## src/rtl/wb_seg_pkg.sv

```systemverilog
// Shared constants for the Wishbone 7-segment counter: register offsets,
// CTRL bit positions and active-high segment patterns (bit0=a ... bit6=g).
package wb_seg_pkg;

    localparam logic [3:0] OFS_CTRL    = 4'h0;
    localparam logic [3:0] OFS_COMPARE = 4'h4;
    localparam logic [3:0] OFS_DIGIT   = 4'h8;
    localparam logic [3:0] OFS_STATUS  = 4'hC;

    localparam int CTRL_RUN_BIT    = 0;
    localparam int CTRL_IRQ_EN_BIT = 1;
    localparam int CTRL_CLR_BIT    = 2;

    localparam logic [6:0] SEG_0     = 7'h3F;
    localparam logic [6:0] SEG_1     = 7'h06;
    localparam logic [6:0] SEG_2     = 7'h5B;
    localparam logic [6:0] SEG_3     = 7'h4F;
    localparam logic [6:0] SEG_4     = 7'h66;
    localparam logic [6:0] SEG_5     = 7'h6D;
    localparam logic [6:0] SEG_6     = 7'h7D;
    localparam logic [6:0] SEG_7     = 7'h07;
    localparam logic [6:0] SEG_8     = 7'h7F;
    localparam logic [6:0] SEG_9     = 7'h6F;
    localparam logic [6:0] SEG_BLANK = 7'h00;

endpackage

```

## src/rtl/wb_seg_ctrl_if.sv

```systemverilog
// Wishbone slave bus bundle for wb_seg_ctrl; the SoC side uses the master modport.
interface wb_seg_ctrl_if;

    logic        wbs_stb_i;
    logic        wbs_cyc_i;
    logic        wbs_we_i;
    logic [3:0]  wbs_sel_i;
    logic [31:0] wbs_adr_i;
    logic [31:0] wbs_dat_i;
    logic        wbs_ack_o;
    logic [31:0] wbs_dat_o;

    modport master (
        output wbs_stb_i, wbs_cyc_i, wbs_we_i, wbs_sel_i, wbs_adr_i, wbs_dat_i,
        input  wbs_ack_o, wbs_dat_o
    );

    modport slave (
        input  wbs_stb_i, wbs_cyc_i, wbs_we_i, wbs_sel_i, wbs_adr_i, wbs_dat_i,
        output wbs_ack_o, wbs_dat_o
    );

endinterface

```

## src/rtl/wb_seg_ctrl_seg_decoder.sv

```systemverilog
// Combinational digit-to-segment decoder; codes 10-15 blank the display.
module seg_decoder
    import wb_seg_pkg::*;
(
    input  logic [3:0] i_digit,
    output logic [6:0] o_seg
);

    // Digit lookup
    always_comb begin
        o_seg = SEG_BLANK;
        case (i_digit)
            4'd0:    o_seg = SEG_0;
            4'd1:    o_seg = SEG_1;
            4'd2:    o_seg = SEG_2;
            4'd3:    o_seg = SEG_3;
            4'd4:    o_seg = SEG_4;
            4'd5:    o_seg = SEG_5;
            4'd6:    o_seg = SEG_6;
            4'd7:    o_seg = SEG_7;
            4'd8:    o_seg = SEG_8;
            4'd9:    o_seg = SEG_9;
            default: o_seg = SEG_BLANK;
        endcase
    end

endmodule

```

## src/rtl/wb_seg_ctrl.sv

```systemverilog
// Wishbone-controlled prescaled decimal counter driving a 7-segment display.
// Optional macro WB_SEG_IRQ_EN adds the CTRL.IRQ_EN bit and the irq output.
module wb_seg_ctrl
    import wb_seg_pkg::*;
#(
    parameter logic [31:0] BASE_ADDR       = 32'h3000_0000,
    parameter logic [23:0] DEFAULT_COMPARE = 24'd10_000_000
) (
    input  logic          wb_clk_i,
    input  logic          wb_rst_i,
    wb_seg_ctrl_if.slave  wbs,
    output logic [6:0]    seg_out,
    output logic          irq
);

    logic        r_ack;
    logic [31:0] r_dat_o;
    logic        r_we;
    logic [1:0]  r_idx;
    logic [2:0]  r_sel;
    logic [23:0] r_wdat;

    logic        r_run;
    logic [23:0] r_compare;
    logic [23:0] r_presc;
    logic [3:0]  r_digit;
    logic        r_wrap;
    logic [6:0]  r_seg;
    logic        r_irq;

    logic        w_hit;
    logic        w_launch;
    logic        w_commit;
    logic        w_wr_ctrl;
    logic        w_wr_cmp;
    logic        w_clr;
    logic        w_tick;
    logic        w_wrap_set;
    logic        w_wrap_clr;
    logic        w_irq_en;
    logic [31:0] w_rdata;
    logic [23:0] w_presc_nxt;
    logic [3:0]  w_digit_nxt;
    logic        w_wrap_nxt;
    logic [6:0]  w_seg;
    logic        w_unused;

    assign w_hit    = wbs.wbs_cyc_i & wbs.wbs_stb_i & (wbs.wbs_adr_i[31:4] == BASE_ADDR[31:4]);
    assign w_launch = w_hit & ~r_ack;

    // The request is captured when ack is launched, so the commit does not depend on the master holding the bus
    assign w_commit   = r_ack & r_we;
    assign w_wr_ctrl  = w_commit & ({r_idx, 2'b00} == OFS_CTRL) & r_sel[0];
    assign w_wr_cmp   = w_commit & ({r_idx, 2'b00} == OFS_COMPARE);
    assign w_clr      = w_wr_ctrl & r_wdat[CTRL_CLR_BIT];
    assign w_tick     = r_run & (r_presc >= r_compare);
    assign w_wrap_set = w_tick & (r_digit == 4'd9) & ~w_clr;
    assign w_wrap_clr = w_commit & ({r_idx, 2'b00} == OFS_STATUS) & r_sel[0] & r_wdat[0];

`ifdef WB_SEG_IRQ_EN
    logic r_irq_en;

    // Interrupt enable bit of CTRL
    always_ff @(posedge wb_clk_i) begin
        if (wb_rst_i) begin
            r_irq_en <= 1'b0;
        end else if (w_wr_ctrl) begin
            r_irq_en <= r_wdat[CTRL_IRQ_EN_BIT];
        end
    end

    assign w_irq_en = r_irq_en;
    assign w_unused = ^{wbs.wbs_adr_i[1:0], wbs.wbs_sel_i[3], wbs.wbs_dat_i[31:24]};
`else
    assign w_irq_en = 1'b0;
    assign w_unused = ^{wbs.wbs_adr_i[1:0], wbs.wbs_sel_i[3], wbs.wbs_dat_i[31:24],
                        r_wdat[CTRL_IRQ_EN_BIT]};
`endif

    // Read mux for the addressed register
    always_comb begin
        w_rdata = 32'd0;
        case ({wbs.wbs_adr_i[3:2], 2'b00})
            OFS_CTRL:    w_rdata = {30'd0, w_irq_en, r_run};
            OFS_COMPARE: w_rdata = {8'd0, r_compare};
            OFS_DIGIT:   w_rdata = {28'd0, r_digit};
            OFS_STATUS:  w_rdata = {31'd0, r_wrap};
            default:     w_rdata = 32'd0;
        endcase
    end

    // Bus handshake: one ack cycle per hit, never two in a row
    always_ff @(posedge wb_clk_i) begin
        if (wb_rst_i) begin
            r_ack   <= 1'b0;
            r_dat_o <= 32'd0;
            r_we    <= 1'b0;
            r_idx   <= 2'd0;
            r_sel   <= 3'd0;
            r_wdat  <= 24'd0;
        end else begin
            r_ack   <= w_launch;
            r_dat_o <= (w_launch && !wbs.wbs_we_i) ? w_rdata : 32'd0;
            if (w_launch) begin
                r_we   <= wbs.wbs_we_i;
                r_idx  <= wbs.wbs_adr_i[3:2];
                r_sel  <= wbs.wbs_sel_i[2:0];
                r_wdat <= wbs.wbs_dat_i[23:0];
            end
        end
    end

    // Counter next state; CLR outranks a same-cycle tick, WRAP set outranks W1C
    always_comb begin
        w_presc_nxt = r_presc;
        w_digit_nxt = r_digit;
        w_wrap_nxt  = r_wrap;
        if (w_clr || w_wr_cmp) begin
            w_presc_nxt = 24'd0;
        end else if (w_tick) begin
            w_presc_nxt = 24'd0;
        end else if (r_run) begin
            w_presc_nxt = r_presc + 24'd1;
        end else begin
            w_presc_nxt = r_presc;
        end
        if (w_clr) begin
            w_digit_nxt = 4'd0;
        end else if (w_tick) begin
            w_digit_nxt = (r_digit == 4'd9) ? 4'd0 : r_digit + 4'd1;
        end else begin
            w_digit_nxt = r_digit;
        end
        if (w_wrap_set) begin
            w_wrap_nxt = 1'b1;
        end else if (w_wrap_clr) begin
            w_wrap_nxt = 1'b0;
        end else begin
            w_wrap_nxt = r_wrap;
        end
    end

    seg_decoder u_seg_decoder (
        .i_digit (r_digit),
        .o_seg   (w_seg)
    );

    // Control/counter state and registered display/interrupt outputs
    always_ff @(posedge wb_clk_i) begin
        if (wb_rst_i) begin
            r_run     <= 1'b0;
            r_compare <= DEFAULT_COMPARE;
            r_presc   <= 24'd0;
            r_digit   <= 4'd0;
            r_wrap    <= 1'b0;
            r_seg     <= SEG_0;
            r_irq     <= 1'b0;
        end else begin
            r_presc <= w_presc_nxt;
            r_digit <= w_digit_nxt;
            r_wrap  <= w_wrap_nxt;
            r_seg   <= w_seg;
            r_irq   <= r_wrap & w_irq_en;
            if (w_wr_ctrl) begin
                r_run <= r_wdat[CTRL_RUN_BIT];
            end
            if (w_wr_cmp) begin
                if (r_sel[0]) r_compare[7:0]   <= r_wdat[7:0];
                if (r_sel[1]) r_compare[15:8]  <= r_wdat[15:8];
                if (r_sel[2]) r_compare[23:16] <= r_wdat[23:16];
            end
        end
    end

    assign wbs.wbs_ack_o = r_ack;
    assign wbs.wbs_dat_o = r_dat_o;
    assign seg_out       = r_seg;
    assign irq           = r_irq;

endmodule

```

## src/flat_wrapper.sv

```systemverilog
// flat-port wrapper written by rule: the top's interface ports become plain ports
module wb_seg_ctrl_flat import wb_seg_pkg::*;
#(
    parameter logic [31:0] BASE_ADDR       = 32'h3000_0000,
    parameter logic [23:0] DEFAULT_COMPARE = 24'd10_000_000
)
  (wb_clk_i, wb_rst_i, seg_out, irq, wbs_wbs_stb_i, wbs_wbs_cyc_i, wbs_wbs_we_i, wbs_wbs_sel_i, wbs_wbs_adr_i, wbs_wbs_dat_i, wbs_wbs_ack_o, wbs_wbs_dat_o);
  wb_seg_ctrl_if wbs_i ();
  input  logic wb_clk_i;
  input  logic wb_rst_i;
  output logic [6:0] seg_out;
  output logic irq;
  input wire logic [$bits(wbs_i.wbs_stb_i)-1:0] wbs_wbs_stb_i;
  input wire logic [$bits(wbs_i.wbs_cyc_i)-1:0] wbs_wbs_cyc_i;
  input wire logic [$bits(wbs_i.wbs_we_i)-1:0] wbs_wbs_we_i;
  input wire logic [$bits(wbs_i.wbs_sel_i)-1:0] wbs_wbs_sel_i;
  input wire logic [$bits(wbs_i.wbs_adr_i)-1:0] wbs_wbs_adr_i;
  input wire logic [$bits(wbs_i.wbs_dat_i)-1:0] wbs_wbs_dat_i;
  output wire logic [$bits(wbs_i.wbs_ack_o)-1:0] wbs_wbs_ack_o;
  output wire logic [$bits(wbs_i.wbs_dat_o)-1:0] wbs_wbs_dat_o;
  assign wbs_i.wbs_stb_i = wbs_wbs_stb_i;
  assign wbs_i.wbs_cyc_i = wbs_wbs_cyc_i;
  assign wbs_i.wbs_we_i = wbs_wbs_we_i;
  assign wbs_i.wbs_sel_i = wbs_wbs_sel_i;
  assign wbs_i.wbs_adr_i = wbs_wbs_adr_i;
  assign wbs_i.wbs_dat_i = wbs_wbs_dat_i;
  assign wbs_wbs_ack_o = wbs_i.wbs_ack_o;
  assign wbs_wbs_dat_o = wbs_i.wbs_dat_o;
  wb_seg_ctrl #(.BASE_ADDR(BASE_ADDR), .DEFAULT_COMPARE(DEFAULT_COMPARE)) u_core (.wb_clk_i(wb_clk_i), .wb_rst_i(wb_rst_i), .wbs(wbs_i), .seg_out(seg_out), .irq(irq));
endmodule
```

## config.mk

```make
export PLATFORM = sky130hd
export DESIGN_NAME = wb_seg_ctrl_flat
export DESIGN_NICKNAME = d
export VERILOG_FILES = /design/src/rtl/wb_seg_pkg.sv /design/src/rtl/wb_seg_ctrl_if.sv /design/src/rtl/wb_seg_ctrl_seg_decoder.sv /design/src/rtl/wb_seg_ctrl.sv /design/src/flat_wrapper.sv
export SDC_FILE = /design/constraint.sdc
export NUM_CORES = 1
export LEC_CHECK = 0
export ABC_CLOCK_PERIOD_IN_PS = 4400
export CAP_MARGIN = 15
export CELL_PAD_IN_SITES_DETAIL_PLACEMENT = 1
export CELL_PAD_IN_SITES_GLOBAL_PLACEMENT = 1
export CORE_MARGIN = 2
export CORE_UTILIZATION = 41
export DETAILED_ROUTE_END_ITERATION = 12
export PLACE_DENSITY_LB_ADDON = 0.1
export SETUP_SLACK_MARGIN = 0.15
export SYNTH_ARGS = -nofsm -noshare
export SYNTH_HDL_FRONTEND = slang
export SYNTH_SLANG_ARGS = --single-unit
```

## constraint.sdc

```tcl
create_clock -name wb_clk_i -period 4.4 [get_ports wb_clk_i]
set_clock_uncertainty 0.1 [all_clocks]
set_input_delay 0.88 -clock wb_clk_i [delete_from_list [all_inputs] [get_ports wb_clk_i]]
set_output_delay 0.88 -clock wb_clk_i [all_outputs]
set_load 0.005 [all_outputs]
```

==> results of run 1 <==
## stage by stage
step	utilization	worst slack (ps)	std cells
final	0.559	1460	849
after global routing	0.559	1230	849
after CTS	0.559	1420	849
after detailed placement	0.509	1150	817
after global placement	0.509	1200	817
after floorplan	-	2060	585
## cell families after synthesis
| family | count (synthesis) | synth area share |
|---|---|---|
| compound gates | 73 | 0.0900 |
| xor+xnor | 20 | 0.0340 |
| fa+ha+maj | 33 | 0.0801 |
| buf+inv | 64 | 0.0556 |
| flops | 116 | 0.450 |
| mux | 32 | 0.0646 |
| other cells | 1 | 0.000727 |
| simple gates | 238 | 0.225 |
## flip-flops by register name, indices dropped and copies added, names as in the netlist
name,cells
u_core.r_compare,24
u_core.r_presc,24
u_core.r_wdat,24
u_core.wbs.wbs_dat_o,24
u_core.seg_out,7
u_core.r_digit,4
u_core.r_sel,3
u_core.r_idx,2
u_core.r_run,1
u_core.r_we,1
u_core.r_wrap,1
u_core.wbs.wbs_ack_o,1
## tightest hold or removal path, cell delays in order (launching register included)
cell,delay [ps]
dfxtp_1,310
nand3_1,60
a21oi_1,50
## final cells by class
type / instances / area [um2]
timing repair buffer: 96 / 948
sequential: 116 / 2320
clock inverter: 11 / 150
clock buffer: 21 / 460
tap: 168 / 210
fill: 1431 / 5370
multi-input combinational: 405 / 2580
inverter: 32 / 120
## placed cells by master (no fill, tap or decap), drive strengths merged, types with 4 or more instances in the layout
master	count
o21ai	13
buf	4
nand2	66
xnor2	10
a21oi	33
clkdlybuf4s50	92
ha	33
clkbuf	21
inv	34
dfxtp	116
nand3b	5
nor3	7
nand3	29
xor2	10
nand4	8
and2	22
nor4	9
mux2i	31
clkinv	4
a211o	4
and3	11
conb	9
nor2	68
## where the power goes
part | internal [uW] | switching [uW] | total (uW)
clock | 923 | 498 | 1420
combinational | 51.4 | 27.9 | 79.2
sequential | 1050 | 0.0488 | 1050
## worst paths after layout
kind                startpoint  slack, ps                    to
max          u_core.r_presc[0]       1460    u_core.r_presc[10]
min          u_core.r_wdat[16]        370  u_core.r_compare[16]
max reg2reg  u_core.r_presc[0]       1460    u_core.r_presc[10]
min reg2reg  u_core.r_wdat[16]        370  u_core.r_compare[16]
## routing by layer
layer / share of wire / vias to the layer above
li1: - / 2146
met1: 0.45 / 2065
met2: 0.49 / 97
met3: 0.048 / 15
met4: 0.013 / 0
met5: 0 / -
## cell usage after synthesis, types with 2 or more instances
| cell type | n | area [um2] |
|---|---|---|
| and2_1 | 22 | 138 |
| a31oi_1 | 3 | 18.8 |
| a211o_1 | 4 | 35.0 |
| nand3_1 | 29 | 145 |
| nand2_1 | 66 | 248 |
| nor2b_1 | 3 | 18.8 |
| a22oi_1 | 3 | 22.5 |
| xor2_1 | 10 | 87.6 |
| a211oi_1 | 2 | 15.0 |
| buf_2 | 4 | 20.0 |
| o21a_1 | 2 | 15.0 |
| nor2_1 | 68 | 255 |
| o21ai_0 | 13 | 65.1 |
| xnor2_1 | 10 | 87.6 |
| ha_1 | 33 | 413 |
| nand4b_1 | 2 | 17.5 |
| o31ai_1 | 2 | 15.0 |
| clkbuf_1 | 17 | 63.8 |
| and4_1 | 3 | 26.3 |
| a21o_1 | 3 | 22.5 |
| a21oi_1 | 33 | 165 |
| inv_1 | 32 | 120 |
| nand3b_1 | 5 | 37.5 |
| nor3_1 | 6 | 30.0 |
| and3_1 | 10 | 62.6 |
| o221ai_1 | 3 | 26.3 |
| nand4_1 | 7 | 43.8 |
| buf_4 | 11 | 82.6 |
| nand2b_1 | 2 | 12.5 |
| dfxtp_1 | 116 | 2320 |
| mux2i_1 | 31 | 310 |
| nor4_1 | 8 | 50.1 |
==> run_results.csv, run 1 <==
group,metric,value,unit
run_status,outcome,"completed",
grt,grt_max_degree,66,
worst_setup_path,max_stage_delay,680,ps
timing,period_needed,2940,ps
detailed_routing,vias,4323,
yosys,synth_top_flop_cell,"dfxtp_1",
worst_setup_path,cp_data_arrival_time,3170,ps
yosys,synthArstFlopShare,0,
place,place.gp.congestion,0.790,
flow_run,max-cap-violations,0,
worst_setup_path,worst-path-stages,8,
detailed_routing,viasPerCell,5.09,
place,hpwl,10.1,mm
floorplanning,rows,40,
floorplanning,ios,114,
grt,gr-usage-all-layers,0.223,
clock_tree,clock_sinks,116,
final_layout,final_cell_area,6800,um2
worst_setup_path,crit_fanout,19,
timing,timing.fmax,340,MHz
power,pwr_density_cell,375,nW/um2
detailed_routing,wl_per_cell,16.2,um
detailed_routing,routed_wirelength,13.8,mm
floorplanning,die_w,116,um
final_layout,drive_gt1_frac,0.0631,
worst_setup_path,crit_chain,"inv_1, ha_1, nand2b_1, a211oi_1, o221ai_1, a221oi_4, o21bai_2, nor2_1",
final_layout,n_antenna_cell,0,
timing,finalSetupViolCount,0,
clock_tree,ctsResizeCount,0,
worst_setup_path,worstSetupEndpointType,"register",
clock_tree,ctsHtreeMaxLevel,4,
clock_tree,post_cts_buffers,0,
yosys,synth_warnings,0,
timing,slew_violations,0,
timing,max_slew_margin,0.438,
grt,grtUsageMet1,0.267,
yosys,syn_area_per_cell,8.93,um2
yosys,synth_area,5150,um2
floorplanning,dieArea,13500,um2
worst_setup_path,slowest_stage,"a221oi_4",
min_path,hold_class,"reg -> reg",
final_layout,layout.nets,774,
place,portBuffers,93,
timing,fin_tns_setup,0,ps
timing,hold_ws,373,ps
grt,grt_pass1_wl,22.9,mm
worst_setup_path,required,4630,ps
worst_setup_path,rr_worst_depth,8,
place,placed_area,6180,um2
clock_tree,cts_root_buf,"clkbuf_16",
grt,grtUsageMet2,0.379,
grt,met3_usage,0.0752,
timing,tightest_slew,843,ps
power,p_total,2550,uW
yosys,ys_ff_latch,116,
yosys,yosysSeqAreaShare,0.450,
yosys,synth_edf_count,0,
grt,grt.overflow.total,0,
clock_tree,hold_buffers,0,
detailed_routing,ant_nets,0,
grt,grt-busiest-layer,"met2",
worst_setup_path,critPathBufInv,1,
yosys,yosysUniqueCellTypes,46,
detailed_routing,drcViolationCount,0,
power,ir_drop,244,uV
worst_setup_path,worstSetupStartpointType,"register",
final_layout,area_delta_synth_final,31.8,%
worst_setup_path,critPathTopFamily,"compound AO/OA/AOI/OAI gates",
power,power_leakage,0.00254,uW
clock_tree,path_clk_slew,60,ps
timing,final_hold_viol_count,0,
worst_setup_path,critPathKind,"reg -> reg",
detailed_routing,first_pass_iters,4,
clock_tree,clockBufferDepth,2,
clock_tree,cts_buffers,17,
timing,rsz0062_at_grt,"false",
timing,fin_crit_sh,0.668,
floorplanning,initial_core_util,0.424,
grt,grt_pass1_vias,4654,
floorplanning,die_h,116,um
grt,antenna_found_initial,0,
yosys,syn_inst,577,
clock_tree,clock_latency,420,ps
clock_tree,cts_tree,"yes",
floorplanning,coreArea,12200,um2
detailed_routing,drt_iter0_drc,203,
min_path,hold_depth,2,
(Power assumes the default switching activity.)
==> inputs of run 2 (changes only) <==
- ABC_CLOCK_PERIOD_IN_PS: 4400 -> 2900
- CORE_UTILIZATION: 41 -> 38
- clock period: 4.4 -> 2.9 ns (I/O delays scaled with it)
==> run 2 against run 1 <==
Net effect: global-route usage is 2.9 points lower; critical path depth increased by 2; sequential power is 51% higher; worst hold slack improved by 3.2 ps; first-iteration DRC count grew 29%; wire length down 3.5%; fmax increased by 15%; register-to-register slack got worse by 1100 ps; sequential share of layout area decreased by 0.26 points; non-clock buffer count grew 7.
==> run_results.csv, run 2 (synthesis results as in run 1) <==
group,metric,value,unit
worst_setup_path,crit_fanout,19,
worst_setup_path,rrSetupSlack,350,ps
worst_setup_path,worstSetupEndpointType,"register",
final_layout,area_delta_synth_final,32.8,%
grt,grt-busiest-layer,"met2",
grt,met3_usage,0.0651,
floorplanning,die_h,120,um
worst_setup_path,worstSetupStartpointType,"register",
detailed_routing,drt_iter0_drc,261,
place,preCtsSetupSlack,263,ps
detailed_routing,vias,4245,
timing,max_slew_margin,0.475,
floorplanning,ios,114,
grt,grtUsageMet2,0.309,
clock_tree,clockBufferDepth,2,
clock_tree,ctsResizeCount,0,
timing,tightest_slew,779,ps
grt,antenna_found_initial,0,
worst_setup_path,cp-startpoint,"u_core.r_presc[0]",
worst_setup_path,cp_data_arrival_time,2800,ps
floorplanning,initial_core_util,0.389,
final_layout,layout.nets,781,
worst_setup_path,timing.rr.start,"u_core.r_presc[0]",
clock_tree,ctsHtreeMaxLevel,4,
final_layout,mostFrequentLayoutCell,"dfxtp_1",
run_status,outcome,"completed",
worst_setup_path,rr_worst_depth,10,
clock_tree,path_clk_slew,50,ps
timing,finalSetupViolCount,0,
flow_run,max-cap-violations,0,
worst_setup_path,r2r-end,"u_core.r_presc[23]",
clock_tree,cts_root_buf,"clkbuf_16",
timing,timing.fmax,392,MHz
timing,final_hold_viol_count,0,
place,placed_area,6250,um2
clock_tree,cts_buffers,17,
worst_setup_path,required,3150,ps
clock_tree,post_cts_buffers,0,
final_layout,postLayoutCoreUtil,0.517,
floorplanning,dieArea,14500,um2
timing,slew_violations,0,
detailed_routing,first_pass_iters,4,
clock_tree,clock_sinks,116,
place,place.gp.congestion,0.783,
worst_setup_path,critPathKind,"reg -> reg",
grt,grt.overflow.total,0,
detailed_routing,drcViolationCount,0,
final_layout,final_cell_area,6850,um2
power,power_leakage,0.00257,uW
worst_setup_path,worst-path-stages,10,
min_path,hold_class,"reg -> reg",
grt,gr-usage-all-layers,0.193,
place,portBuffers,93,
timing,fin_tns_setup,0,ps
place,hpwl,9.98,mm
clock_tree,clock_latency,420,ps
power,p_total,3830,uW
power,pwr_density_cell,559,nW/um2
grt,grt_pass1_vias,4494,
worst_setup_path,critPathTopFamily,"compound AO/OA/AOI/OAI gates",
final_layout,final_cell_mix,"dfxtp_1, clkdlybuf4s50_1, nor2_1, nand2_1",
worst_setup_path,max_stage_delay,430,ps
detailed_routing,routed_wirelength,13.3,mm
worst_setup_path,crit_end,"u_core.r_presc[23]",
detailed_routing,viasPerCell,4.91,
timing,period_needed,2550,ps
timing,fin_crit_sh,0.881,
worst_setup_path,crit_chain,"inv_1, ha_1, nand2b_1, a211oi_1, o221ai_1, a221oi_4, buf_4, o21bai_2, buf_4, nor2_1",
final_layout,n_antenna_cell,0,
clock_tree,cts_tree,"yes",
timing,setup_ws,346,ps
power,ir_drop,428,uV
clock_tree,hold_buffers,0,
worst_setup_path,slowest_stage,"dfxtp_1",
grt,grt_max_degree,65,
detailed_routing,ant_nets,0,
floorplanning,die_w,120,um
timing,rsz0062_at_grt,"false",
grt,grt_pass1_wl,21.9,mm
final_layout,drive_gt1_frac,0.0741,
min_path,hold_depth,2,
floorplanning,rows,42,
grt,grtUsageMet1,0.241,
detailed_routing,wl_per_cell,15.4,um
worst_setup_path,crit_top_cell,"buf_4",
floorplanning,coreArea,13200,um2
worst_setup_path,critPathBufInv,3,
==> run 2: worst min path at each step <==
stage                       from                    to
6_report       u_core.r_wdat[21]  u_core.r_compare[21]
3_3_place_gp   u_core.r_wdat[21]  u_core.r_compare[21]
5_1_grt        u_core.r_wdat[21]  u_core.r_compare[21]
3_5_place_dp   u_core.r_wdat[21]  u_core.r_compare[21]
4_1_cts        u_core.r_wdat[21]  u_core.r_compare[21]
2_1_floorplan  u_core.r_wdat[11]  u_core.r_compare[11]
==> run 2: routing by layer <==
layer / vias to the layer above / part of all wire
met4: 0 / 0.017
met3: 18 / 0.056
met1: 1983 / 0.47
li1: 2144 / -
met5: - / 0
met2: 100 / 0.46
==> run 2: final cells by class <==
type / count / area [um2]
clock inverter: 13 / 158
multi-input combinational: 405 / 2580
timing repair buffer: 103 / 1000
fill: 1555 / 6390
clock buffer: 19 / 443
inverter: 32 / 120
sequential: 116 / 2320
tap: 176 / 220
==> run 2: stage by stage <==
stage,instances,hold WS [ps]
global route,864,404
floorplan,585,331
finish,864,376
global placement,832,361
detailed placement,832,365
CTS,864,375
==> run 2: tightest hold or removal path, cell delays in order (launching register included) <==
cell	delay, ps
dfxtp_1	310
nand3_1	60
a21oi_1	60
==> run 2: power by group <==
group          internal [uW]  switching [uW]
logic                   78.8            41.7
registers               1590          0.0699
clock network           1370             747
total                   3040             789
